## src/rtl/osd_pkg.sv

```systemverilog
// Shared OSD definitions: writer FSM states and the printable-ASCII range.
package osd_pkg;

    typedef enum logic [1:0] {
        RECV   = 2'd0,
        FLUSH  = 2'd1,
        LEN_LO = 2'd2,
        LEN_HI = 2'd3
    } osd_state_e;

    localparam logic [7:0] ASCII_SPACE     = 8'h20;
    localparam logic [7:0] ASCII_PRINT_MAX = 8'h7E;

endpackage

```

## src/rtl/char_buf_writer_if.sv

```systemverilog
// Byte-stream input, character-RAM write port and string status of the OSD
// character buffer writer. The writer uses the slave modport; the payload
// source and RAM/renderer side use the master modport.
interface char_buf_writer_if #(
    parameter int CHAR_BUFFER_ADDR_WIDTH = 12
) ();
    import osd_pkg::*;

    logic [7:0]                        s_char_data;
    logic                              s_char_valid;
    logic                              s_char_last;
    logic                              s_char_ready;
    logic [CHAR_BUFFER_ADDR_WIDTH-1:0] ram_wr_addr;
    logic [7:0]                        ram_wr_data;
    logic                              ram_wr_en;
    logic [CHAR_BUFFER_ADDR_WIDTH-1:0] str_len;
    logic                              str_done;
    logic                              str_overflow;

    modport master (
        output s_char_data, s_char_valid, s_char_last,
        input  s_char_ready, ram_wr_addr, ram_wr_data, ram_wr_en,
        input  str_len, str_done, str_overflow
    );

    modport slave (
        input  s_char_data, s_char_valid, s_char_last,
        output s_char_ready, ram_wr_addr, ram_wr_data, ram_wr_en,
        output str_len, str_done, str_overflow
    );

endinterface

```

## src/rtl/char_buf_writer.sv

```systemverilog
// OSD character buffer writer: stores an incoming payload string at RAM
// addresses 0.. and, once all characters are written, commits the 16-bit
// length at STRLENDATA_SAVED_ADDR (low) / STRLENDATA_SAVED_ADDR+1 (high) so
// the renderer never sees a length ahead of its characters.
// Optional macro CHAR_BUF_WRITER_FILTER_EN replaces non-printable bytes
// (< 0x20 or > 0x7E) with a space before they are written.
module char_buf_writer
    import osd_pkg::*;
#(
    parameter int STRLENDATA_SAVED_ADDR  = 1023,
    parameter int CHAR_BUFFER_ADDR_WIDTH = 12
) (
    input  logic             clk,
    input  logic             resetn,
    char_buf_writer_if.slave bus
);

    localparam int AW = CHAR_BUFFER_ADDR_WIDTH;
    localparam logic [AW-1:0] LEN_LO_ADDR = AW'(STRLENDATA_SAVED_ADDR);
    localparam logic [AW-1:0] LEN_HI_ADDR = AW'(STRLENDATA_SAVED_ADDR + 1);

    // Character substitution applied on the RAM data path only.
    function automatic logic [7:0] filter_char(input logic [7:0] c);
`ifdef CHAR_BUF_WRITER_FILTER_EN
        return ((c < ASCII_SPACE) || (c > ASCII_PRINT_MAX)) ? ASCII_SPACE : c;
`else
        return c;
`endif
    endfunction

    osd_state_e    state_q, state_d;
    logic [AW-1:0] count_q, count_d;
    logic          ready_q, ready_d;
    logic          wr_en_q, wr_en_d;
    logic [AW-1:0] wr_addr_q, wr_addr_d;
    logic [7:0]    wr_data_q, wr_data_d;
    logic [AW-1:0] str_len_q, str_len_d;
    logic          done_q, done_d;
    logic          ovf_q, ovf_d;
    logic [15:0]   len16;

    // count_q doubles as the saturated packet length while the length is
    // being committed, so no separate length register is needed.
    assign len16 = 16'(count_q);

    // Next-state and next-output computation for the writer FSM.
    always_comb begin
        state_d   = state_q;
        count_d   = count_q;
        ready_d   = 1'b1;
        wr_en_d   = 1'b0;
        wr_addr_d = wr_addr_q;
        wr_data_d = wr_data_q;
        str_len_d = str_len_q;
        done_d    = 1'b0;
        ovf_d     = ovf_q;

        case (state_q)
            RECV: begin
                if (bus.s_char_valid && ready_q) begin
                    // The first byte of a packet always finds count at 0.
                    if (count_q == '0) begin
                        ovf_d = 1'b0;
                    end
                    if (count_q < LEN_LO_ADDR) begin
                        wr_en_d   = 1'b1;
                        wr_addr_d = count_q;
                        wr_data_d = filter_char(bus.s_char_data);
                        count_d   = count_q + 1'b1;
                    end else begin
                        // Buffer full: byte consumed, nothing written.
                        ovf_d = 1'b1;
                    end
                    if (bus.s_char_last) begin
                        state_d = FLUSH;
                        ready_d = 1'b0;
                    end
                end
            end
            FLUSH: begin
                ready_d   = 1'b0;
                wr_en_d   = 1'b1;
                wr_addr_d = LEN_LO_ADDR;
                wr_data_d = len16[7:0];
                state_d   = LEN_LO;
            end
            LEN_LO: begin
                ready_d   = 1'b0;
                wr_en_d   = 1'b1;
                wr_addr_d = LEN_HI_ADDR;
                wr_data_d = len16[15:8];
                state_d   = LEN_HI;
            end
            LEN_HI: begin
                done_d    = 1'b1;
                str_len_d = count_q;
                count_d   = '0;
                state_d   = RECV;
            end
            default: begin
                state_d = RECV;
            end
        endcase
    end

    // State and registered-output flops; async reset aborts any packet.
    always_ff @(posedge clk or negedge resetn) begin
        if (!resetn) begin
            state_q   <= RECV;
            count_q   <= '0;
            ready_q   <= 1'b0;
            wr_en_q   <= 1'b0;
            wr_addr_q <= '0;
            wr_data_q <= '0;
            str_len_q <= '0;
            done_q    <= 1'b0;
            ovf_q     <= 1'b0;
        end else begin
            state_q   <= state_d;
            count_q   <= count_d;
            ready_q   <= ready_d;
            wr_en_q   <= wr_en_d;
            wr_addr_q <= wr_addr_d;
            wr_data_q <= wr_data_d;
            str_len_q <= str_len_d;
            done_q    <= done_d;
            ovf_q     <= ovf_d;
        end
    end

    assign bus.s_char_ready = ready_q;
    assign bus.ram_wr_en    = wr_en_q;
    assign bus.ram_wr_addr  = wr_addr_q;
    assign bus.ram_wr_data  = wr_data_q;
    assign bus.str_len      = str_len_q;
    assign bus.str_done     = done_q;
    assign bus.str_overflow = ovf_q;

endmodule

```

## src/flat_wrapper.sv

```systemverilog
// flat-port wrapper written by rule: the top's interface ports become plain ports
module char_buf_writer_flat import osd_pkg::*;
#(
    parameter int STRLENDATA_SAVED_ADDR  = 1023,
    parameter int CHAR_BUFFER_ADDR_WIDTH = 12
)
  (clk, resetn, bus_s_char_data, bus_s_char_valid, bus_s_char_last, bus_s_char_ready, bus_ram_wr_addr, bus_ram_wr_data, bus_ram_wr_en, bus_str_len, bus_str_done, bus_str_overflow);
  char_buf_writer_if #(.CHAR_BUFFER_ADDR_WIDTH(CHAR_BUFFER_ADDR_WIDTH)) bus_i ();
  input  logic clk;
  input  logic resetn;
  input wire logic [$bits(bus_i.s_char_data)-1:0] bus_s_char_data;
  input wire logic [$bits(bus_i.s_char_valid)-1:0] bus_s_char_valid;
  input wire logic [$bits(bus_i.s_char_last)-1:0] bus_s_char_last;
  output wire logic [$bits(bus_i.s_char_ready)-1:0] bus_s_char_ready;
  output wire logic [$bits(bus_i.ram_wr_addr)-1:0] bus_ram_wr_addr;
  output wire logic [$bits(bus_i.ram_wr_data)-1:0] bus_ram_wr_data;
  output wire logic [$bits(bus_i.ram_wr_en)-1:0] bus_ram_wr_en;
  output wire logic [$bits(bus_i.str_len)-1:0] bus_str_len;
  output wire logic [$bits(bus_i.str_done)-1:0] bus_str_done;
  output wire logic [$bits(bus_i.str_overflow)-1:0] bus_str_overflow;
  assign bus_i.s_char_data = bus_s_char_data;
  assign bus_i.s_char_valid = bus_s_char_valid;
  assign bus_i.s_char_last = bus_s_char_last;
  assign bus_s_char_ready = bus_i.s_char_ready;
  assign bus_ram_wr_addr = bus_i.ram_wr_addr;
  assign bus_ram_wr_data = bus_i.ram_wr_data;
  assign bus_ram_wr_en = bus_i.ram_wr_en;
  assign bus_str_len = bus_i.str_len;
  assign bus_str_done = bus_i.str_done;
  assign bus_str_overflow = bus_i.str_overflow;
  char_buf_writer #(.STRLENDATA_SAVED_ADDR(STRLENDATA_SAVED_ADDR), .CHAR_BUFFER_ADDR_WIDTH(CHAR_BUFFER_ADDR_WIDTH)) u_core (.clk(clk), .resetn(resetn), .bus(bus_i));
endmodule
```

## config.mk

```make
export PLATFORM = sky130hd
export DESIGN_NAME = char_buf_writer_flat
export DESIGN_NICKNAME = d
export VERILOG_FILES = /design/src/rtl/osd_pkg.sv /design/src/rtl/char_buf_writer_if.sv /design/src/rtl/char_buf_writer.sv /design/src/flat_wrapper.sv
export SDC_FILE = /design/constraint.sdc
export NUM_CORES = 1
export LEC_CHECK = 0
export CAP_MARGIN = 25
export CORE_ASPECT_RATIO = 1.4
export CORE_UTILIZATION = 25
export DETAILED_ROUTE_END_ITERATION = 8
export SLEW_MARGIN = 20
export SYNTH_ARGS = -nofsm -noshare
export SYNTH_HDL_FRONTEND = slang
export SYNTH_SLANG_ARGS = --single-unit
```

## constraint.sdc

```tcl
create_clock -name clk -period 3.4 [get_ports clk]
set_clock_uncertainty 0.2 [all_clocks]
set_input_delay 0.51 -clock clk [delete_from_list [all_inputs] [get_ports clk]]
set_output_delay 0.51 -clock clk [all_outputs]
set_load 0.03 [all_outputs]
```

==> run summary, run 1 <==
Setup repair after global routing left no endpoint under its margin. The class of the most critical setup path is flip-flop to flip-flop. In this run the critical register-to-register path is launched from u_core.count_q[0]$_DFFE_PN0P_. The maximum operating frequency is 393 MHz. The average wire length per cell after detail routing is 14.6 um.

The smallest clock period supported by the final layout is computed as 2.54 ns. The critical path arrival came out at 2.54 ns. The antenna cell count is 0.

In this run the deepest clock path goes through 2 buffers. The TritonCTS clock tree is built. After synthesis, the largest family of logic cells by area is multiplexers.

For this design the top-level I/O count stands at 48. The standard cell core area came out at 9510 sq um. The transition at the pin with the smallest max-transition slack is 0.824 ns.

The worst ir drop on vdd is 0.000379 V. At the worst endpoint, the required time is 3.40 ns. The share of Yosys cell area claimed by the top area cell type is 50.9%. The routed design has 5.86 mm of wire. Of the total synthesized cell area, the portion taken by full adders, half adders and majority gates is 3.57%. The tree is rooted in a sky130_fd_sc_hd__clkbuf_16. The total power divided by cell area came out at 940 nW/um^2. In this run, synthesis inferred 0 flip-flops with an integrated enable. After synthesis, the most frequently instantiated cells are sky130_fd_sc_hd__dfrtp_1, sky130_fd_sc_hd__mux2_2, sky130_fd_sc_hd__nand3_1, sky130_fd_sc_hd__inv_1, sky130_fd_sc_hd__o21ai_0. The clock drives 50 sinks. The run finished with clean final reports.

The pin count of the biggest net entering global routing came out at 34. The number of buffers inserted by port buffering came out at 47. The number of optimization iterations in the first detailed-route pass came out at 4.

The signed area change from the synthesized netlist to the final layout is 30.0%. The post-synthesis xor/xnor area fraction is 0%. After clock tree synthesis, the clock-pin slew on the worst setup and hold paths is 0.07 ns.

The buffers inserted during post-CTS setup optimization is 0. The cell depth of the worst flop-to-flop path is 6. The die width came out at 85.8 um. By instance count, the leading cell after synthesis is sky130_fd_sc_hd__dfrtp_1.

The synthesized-area fraction occupied by and/or/nand/nor cells came out at 12.8%. The share of total power in sequential cells came out at 32.0%. By area the synthesized netlist is led by sky130_fd_sc_hd__dfrtp_1, sky130_fd_sc_hd__mux2_2, sky130_fd_sc_hd__nand3_1. Synthesis instantiated 36 different standard cells from the library. The first global-routing pass estimated 9.81 mm of wire.

The detailed-route DRC error count is 0. The starting DRC count in detailed routing came out at 99. The number of hold violations in the final report is 0. The post-synthesis average cell area came out at 11.0 sq um. The synthesized netlist cell count came out at 223. The routed layout has 1890 vias. The quantity of hold-fixing buffers added after cts came out at 0. The detailed-route vias per instance came out at 4.73.

The number of failing setup endpoints in the final timing report is 0. The part of the power in combinational logic came out at 51.5%. The clock share of power came out at 16.4%. The latest clock arrival within the worst-skew pair is 0.29 ns. The post-synth design cell area is 2460 sq um. The routability-driven placement congestion ratio is 0.838.

The type of origin of the critical path is a flip-flop. The HPWL reported at the end of detailed placement came out at 4.18 mm. The internal power consumption came out at 1.75 mW. The number of cell rows came out at 42.

Cells with a size suffix above 1 make up 18.3% of the layout. The net count of the finished layout is 286. Of the total power, the share spent switching nets is 41.6%.

The area fraction in compound gates after synthesis came out at 11.9%. The most used flip-flop cell after synthesis is sky130_fd_sc_hd__dfrtp_1. STA classifies the critical path endpoint as a flip-flop. In this run, synthesis produced a sequential element count of 50. The critical-path maximum fanout came out at 22. The number of gates given a new drive strength after cts came out at 0.

The number of antenna violations at the first check in global routing came out at 0. The post-synthesis sequential area ratio came out at 50.9%. The register-to-register setup slack is 0.86 ns.

The worst setup slack before clock tree synthesis came out at 0.683 ns. The remaining antenna violation count is 0. The remaining max-slew budget at the tightest pin came out at 45.1%. The endpoint identified for the worst register-to-register timing path is u_core.count_q[9]$_DFFE_PN0P_.

The number of pins exceeding their max-slew limit in the final report came out at 0. The leakage power figure came out at 1.34 nW. The maximum level of the CTS H-tree is 2. The TritonCTS buffer count came out at 5. In the finished design, the share of the clock period the worst path needs comes to 74.8%. The final core area utilization came out at 33.6%. The chip height is 119 um. The total overflow left after global routing is 0. When the netlist entered floorplanning its net count stood at 242. Summed over all instances, the cell type with the most area after synthesis is sky130_fd_sc_hd__dfrtp_1.

The final setup TNS came out at 0 ns. Counting flops with an async set or reset pin after synthesis yields a share of 100%. In this run the power spent charging and discharging nets is 1.25 mW. The via count of the first global-routing pass is 1885. The mux share of post-synthesis cell area came out at 15.1%. For this configuration, the core starts out at a cell density of 25.8%. Across the run, the number of max-cap violations was 0. The global-route usage over all layers came out at 12.2%. Once routing completed, OpenROAD measured the worst setup slack at 0.857 ns. The tightest min-delay check is of the input port to asynchronous set/reset pin type. The total die area came out at 10200 sq um. The number of warnings reported in the yosys synthesis log is 0.
flip-flops by register name, indices dropped and copies added, names as in the netlist:
register	cells
u_core.bus.str_len	12
u_core.bus.str_done	1
u_core.bus.str_overflow	1
u_core.state_q	2
u_core.count_q	12
u_core.bus.s_char_ready	1
u_core.bus.ram_wr_addr	12
u_core.bus.ram_wr_data	8
u_core.bus.ram_wr_en	1
logic make-up (layout without fill, tap and decap cells):
group,count (synthesis),count (layout)
compound gates,44,44
flops,50,50
buf+inv,30,75
simple gates,59,59
mux,33,33
fa+ha+maj,7,7
per-layer routing:
layer	vias to the layer above	global-route usage, %	wire length (um)
li1	905	-	-
met1	935	14.5	2560
met2	39	21.3	2950
met3	11	2.22	212
met4	0	5.31	136
met5	-	0	0
layout make-up:
cell class                      count  area (sq um)
Clock buffer                        5           125
Clock inverter                      3          21.3
Fill cell                         975          6320
Inverter                           15          56.3
Multi-Input combinational cell    143          1070
Sequential cell                    50          1250
Tap cell                          132           165
Timing Repair Buffer               52           503
worst max-delay path, cell delays in order, from the launching register on:
cell and delay, ns:
sky130_fd_sc_hd__dfrtp_1 0.47, sky130_fd_sc_hd__ha_1 0.27, sky130_fd_sc_hd__and4_1 0.28, sky130_fd_sc_hd__a311o_1 0.37, sky130_fd_sc_hd__buf_4 0.21, sky130_fd_sc_hd__or4_1 0.47, sky130_fd_sc_hd__o211ai_1 0.18
cell usage in the layout, fill, tap and decap left out, types with 2 or more instances in the layout:
cell type                         count
sky130_fd_sc_hd__and4_1               2
sky130_fd_sc_hd__mux2_2              33
sky130_fd_sc_hd__or3_1                2
sky130_fd_sc_hd__o31ai_1              2
sky130_fd_sc_hd__clkdlybuf4s50_1     46
sky130_fd_sc_hd__ha_1                 7
sky130_fd_sc_hd__o211ai_1             6
sky130_fd_sc_hd__buf_4                5
sky130_fd_sc_hd__and3_1               3
sky130_fd_sc_hd__a21oi_1              5
sky130_fd_sc_hd__a22oi_1              4
sky130_fd_sc_hd__o2bb2ai_1            5
sky130_fd_sc_hd__and2_1               2
sky130_fd_sc_hd__inv_1               15
sky130_fd_sc_hd__nand2_1             11
sky130_fd_sc_hd__nand3_1             18
sky130_fd_sc_hd__dfrtp_1             50
sky130_fd_sc_hd__clkbuf_16            5
sky130_fd_sc_hd__nor2_1               7
sky130_fd_sc_hd__nor4_1               3
sky130_fd_sc_hd__or4_1                7
sky130_fd_sc_hd__o21ai_0             14
metrics by stage:
step	std cells	instance area [sq um]	hold WS [ns]	power, mW
after detailed placement	392	3050	0.301	2.53
final	400	3190	0.0842	3.00
after global placement	392	3050	0.294	2.51
after global routing	400	3190	0.142	3.20
after floorplan	223	2460	0.0144	2.02
after CTS	400	3190	0.113	3.04
power groups by stage:
| stage | Sequential, mW | Clock, mW | Combinational (mW) |
|---|---|---|---|
| floorplan | 1.18 | 0 | 0.839 |
| CTS | 0.965 | 0.508 | 1.56 |
| global route | 0.990 | 0.535 | 1.68 |
| global placement | 0.972 | 0 | 1.53 |
| finish | 0.962 | 0.494 | 1.55 |
| detailed placement | 0.974 | 0 | 1.56 |
worst max-delay path by stage:
stage	from	to	slack [ns]	cells after the start
final	u_core.count_q[0]$_DFFE_PN0P_	u_core.count_q[9]$_DFFE_PN0P_	0.86	6
after global routing	u_core.count_q[0]$_DFFE_PN0P_	u_core.count_q[9]$_DFFE_PN0P_	0.72	6
after CTS	u_core.count_q[0]$_DFFE_PN0P_	u_core.count_q[9]$_DFFE_PN0P_	0.88	6
after detailed placement	bus_s_char_valid	u_core.bus.ram_wr_data[3]$_DFFE_PN0P_	0.68	6
after global placement	bus_s_char_valid	u_core.bus.ram_wr_data[4]$_DFFE_PN0P_	0.71	6
after floorplan	u_core.count_q[0]$_DFFE_PN0P_	u_core.bus.ram_wr_addr[0]$_DFFE_PN0P_	1.06	7
(Power assumes the default switching activity.)
==> run 2, diff against run 1 <==
==> constraint.sdc (replaced) <==
create_clock -name clk -period 2.6 [get_ports clk]
set_clock_uncertainty 0.2 [all_clocks]
set_input_delay 0.39 -clock clk [delete_from_list [all_inputs] [get_ports clk]]
set_output_delay 0.39 -clock clk [all_outputs]
set_load 0.03 [all_outputs]
==> run 2 against run 1 <==
Effect of this change:
- setup slack got worse by 0.57 ns
- power increased by 42%
- hold slack better by 0.22 ns
- clock power rose by 71%
- critical path depth unchanged
- via count increased by 3.2%
- critical endpoint unchanged
==> run summary, run 2 (same netlist as run 1, synthesis figures left out) <==
The TritonCTS buffer count came out at 5. Along the worst path, the maximum fanout reaches 22. The number of buffers inserted by port buffering is 47. The detailed-route vias per instance came out at 4.70.

In the post-route analysis, the smallest setup slack over all paths is 0.286 ns. The number of gates given a new drive strength after cts is 0. The detailed-route DRC error count is 0. The global-route usage over all layers came out at 12.6%.

The final setup TNS came out at 0 ns. The remaining antenna violation count came out at 0. The transition at the pin with the smallest max-transition slack is 0.465 ns. The first global-routing pass estimated 10.0 mm of wire.

TritonCTS built the clock tree. Traced cell by cell, the critical path runs through ha_1 > and4_1 > a311o_1 > buf_12 > or4_1 > o211ai_1. The endpoint of the lowest-slack register-to-register path is u_core.count_q[9]$_DFFE_PN0P_. Measured along the y axis, the die boundary spans 119 um. The routed layout has 1951 vias.

After detailed routing, the average wire length per cell comes to 14.2 um. The number of hold violations in the final report came out at 0. The signed area change from the synthesized netlist to the final layout came out at 37.6%. The number of antenna violations at the first check in global routing came to 0. At the worst endpoint, the required time is 2.61 ns. For this block, the routed nets add up to 5.91 mm of wire. The power dissipated by switching net loads came out at 1.65 mW. The total buffers and inverters traversed by the critical path came out at 1.

STA classifies the critical path startpoint as a flip-flop. The register-to-register setup slack came out at 0.29 ns. The setup path with the least slack is of type flip-flop to flip-flop. The startpoint identified for the worst register-to-register timing path is u_core.count_q[0]$_DFFE_PN0P_. The total die area is 10200 sq um. The worst register-to-register path has a depth of 6.

The via count of the first global-routing pass was 2006. The maximum level of the CTS H-tree came out at 2. For this block, the initial DRC count from the detailed router was 108. CTS saw 50 sinks. The number of max-cap violations came out at 0. The type of the tightest min-delay check is flip-flop to flip-flop. The internal power consumption is 2.61 mW. The die width came out at 85.8 um. The worst path needs 2.31 ns of the cycle, external delays included.

The number of optimization iterations in the first detailed-route pass came out at 4. Among all stages on the critical path, the largest delay is contributed by sky130_fd_sc_hd__or4_1. The critical path arrival is 2.33 ns. The share of total power in sequential cells came out at 27.3%. The total stage count of the critical path came out at 6. The maximum number of buffers from clock root to sink came out at 2. The pin count of the biggest net entering global routing is 23. The part of the power in combinational logic is 53.0%. The routability-driven placement congestion ratio came out at 0.869.

The final net count came out at 301. The I/O pin count came out at 48. The remaining max-slew budget at the tightest pin is 69.0%. Derived from the worst setup path, the maximum achievable clock frequency is 432 MHz. Tracing the worst setup path back leads to its startpoint at u_core.count_q[0]$_DFFE_PN0P_. The flow ran to the end, and the final reports show no timing, DRC or antenna violations. The endpoint class of the critical path is a flip-flop. The remaining global-route overflow came out at 0. The library cell used most frequently in the layout, excluding fill and tap cells, is sky130_fd_sc_hd__dfrtp_1. Setup violations remaining at the end of the flow were counted as 0. The total power divided by cell area is 1260 nW/um^2. Clock-pin slew was measured on the worst setup and hold paths at 0.07 ns.

The latest clock arrival within the worst-skew pair came out at 0.29 ns. Setup repair after global routing left no endpoint under its margin. The initial standard-cell utilization of the core is 25.8%.

The worst ir drop on vdd came out at 0.000564 V. Prior to clock tree synthesis, the placed netlist has a worst setup slack of 0.108 ns. Of the available clock period, the critical path in the final layout requires 89.0%. Net switching is 38.8% of the power. The floorplan has 42 rows.

The leakage power figure came out at 1.45 nW. The top cell types in the final layout, fill and taps aside, are sky130_fd_sc_hd__dfrtp_1, sky130_fd_sc_hd__clkdlybuf4s50_1, sky130_fd_sc_hd__mux2_2. The standard cell core area came out at 9510 sq um. The HPWL reported at the end of detailed placement is 4.39 mm.

On the worst path, the slowest cell contributes a delay of 0.46 ns. The number of pins exceeding their max-slew limit in the final report is 0. The share of total power dissipated in the clock network is 19.7%. On the critical path the largest part of the delay comes from simple AND/OR/NAND/NOR gates. In this run the clock root is driven by a sky130_fd_sc_hd__clkbuf_16. The fraction of final layout cells with drive strength greater than 1 is 22.3%. The critical path ends at u_core.count_q[9]$_DFFE_PN0P_. The repair_antennas step left the layout with diodes totalling 0.
[run 2: cell count changes in the layout (fill, tap and decap cells not counted)]
cell / delta
sky130_fd_sc_hd__buf_12: +2
sky130_fd_sc_hd__buf_4: +12
sky130_fd_sc_hd__bufinv_16: +2
sky130_fd_sc_hd__clkinv_2: -1
sky130_fd_sc_hd__clkinvlp_4: -1
sky130_fd_sc_hd__dlygate4sd3_1: +1
[run 2: worst reg2reg max path, stage by stage (launching register included)]
cell	delay, ns
sky130_fd_sc_hd__dfrtp_1	0.38
sky130_fd_sc_hd__ha_1	0.23
sky130_fd_sc_hd__and4_1	0.25
sky130_fd_sc_hd__a311o_1	0.38
sky130_fd_sc_hd__buf_12	0.17
sky130_fd_sc_hd__or4_1	0.46
sky130_fd_sc_hd__o211ai_1	0.16
[run 2: how the worst min path moves through the flow]
stage | to | slack [ns] | start | cells past startpoint
4_1_cts | u_core.bus.str_len[7]$_DFFE_PN0P_ | 0.31 | u_core.bus.str_len[7]$_DFFE_PN0P_ | 1
5_1_grt | u_core.bus.str_len[0]$_DFFE_PN0P_ | 0.32 | u_core.bus.str_len[0]$_DFFE_PN0P_ | 1
2_1_floorplan | u_core.bus.ram_wr_addr[0]$_DFFE_PN0P_ | -0.11 | resetn | 0
3_5_place_dp | u_core.bus.str_len[2]$_DFFE_PN0P_ | 0.13 | resetn | 1
6_report | u_core.bus.str_len[0]$_DFFE_PN0P_ | 0.31 | u_core.bus.str_len[0]$_DFFE_PN0P_ | 1
3_3_place_gp | u_core.bus.str_len[2]$_DFFE_PN0P_ | 0.13 | resetn | 1
[run 2: final cells by class]
class	count	area [sq um]
Clock buffer	5	125
Clock inverter	3	68.8
Fill cell	957	6130
Inverter	15	56.3
Multi-Input combinational cell	143	1070
Sequential cell	50	1250
Tap cell	132	165
Timing Repair Buffer	67	643
[run 2: per-stage QoR]
stage	cell area, sq um	total power [mW]	cells	util [%]	hold WS [ns]
finish	3380	4.27	415	35.5	0.307
global placement	3180	3.43	406	33.4	0.129
floorplan	2460	2.64	223	-	-0.106
CTS	3380	4.31	415	35.5	0.311
detailed placement	3180	3.46	406	33.4	0.134
global route	3380	4.54	415	35.5	0.325
[run 2: what timing repair did]
| item | CTS | global route |
|---|---|---|
| setup buffers | 0 | 0 |
| hold endpoints to repair | 15 | 0 |
| hold buffers | 1 | 0 |
[run 2: power by group through the flow]
| stage | registers [mW] | clock network (mW) | logic [mW] |
|---|---|---|---|
| global placement | 1.18 | 0 | 2.24 |
| CTS | 1.17 | 0.859 | 2.28 |
| finish | 1.16 | 0.843 | 2.26 |
| detailed placement | 1.18 | 0 | 2.28 |
| floorplan | 1.54 | 0 | 1.10 |
| global route | 1.20 | 0.888 | 2.46 |
[run 2: metal layers]
| metal | GRT usage [%] | up-vias | share of wire (%) |
|---|---|---|---|
| met5 | 0 | - | 0 |
| met4 | 4.38 | 0 | 1.8 |
| met3 | 2.63 | 11 | 4.2 |
| met2 | 22.8 | 48 | 52 |
| met1 | 14.3 | 965 | 42 |
| li1 | - | 927 | - |
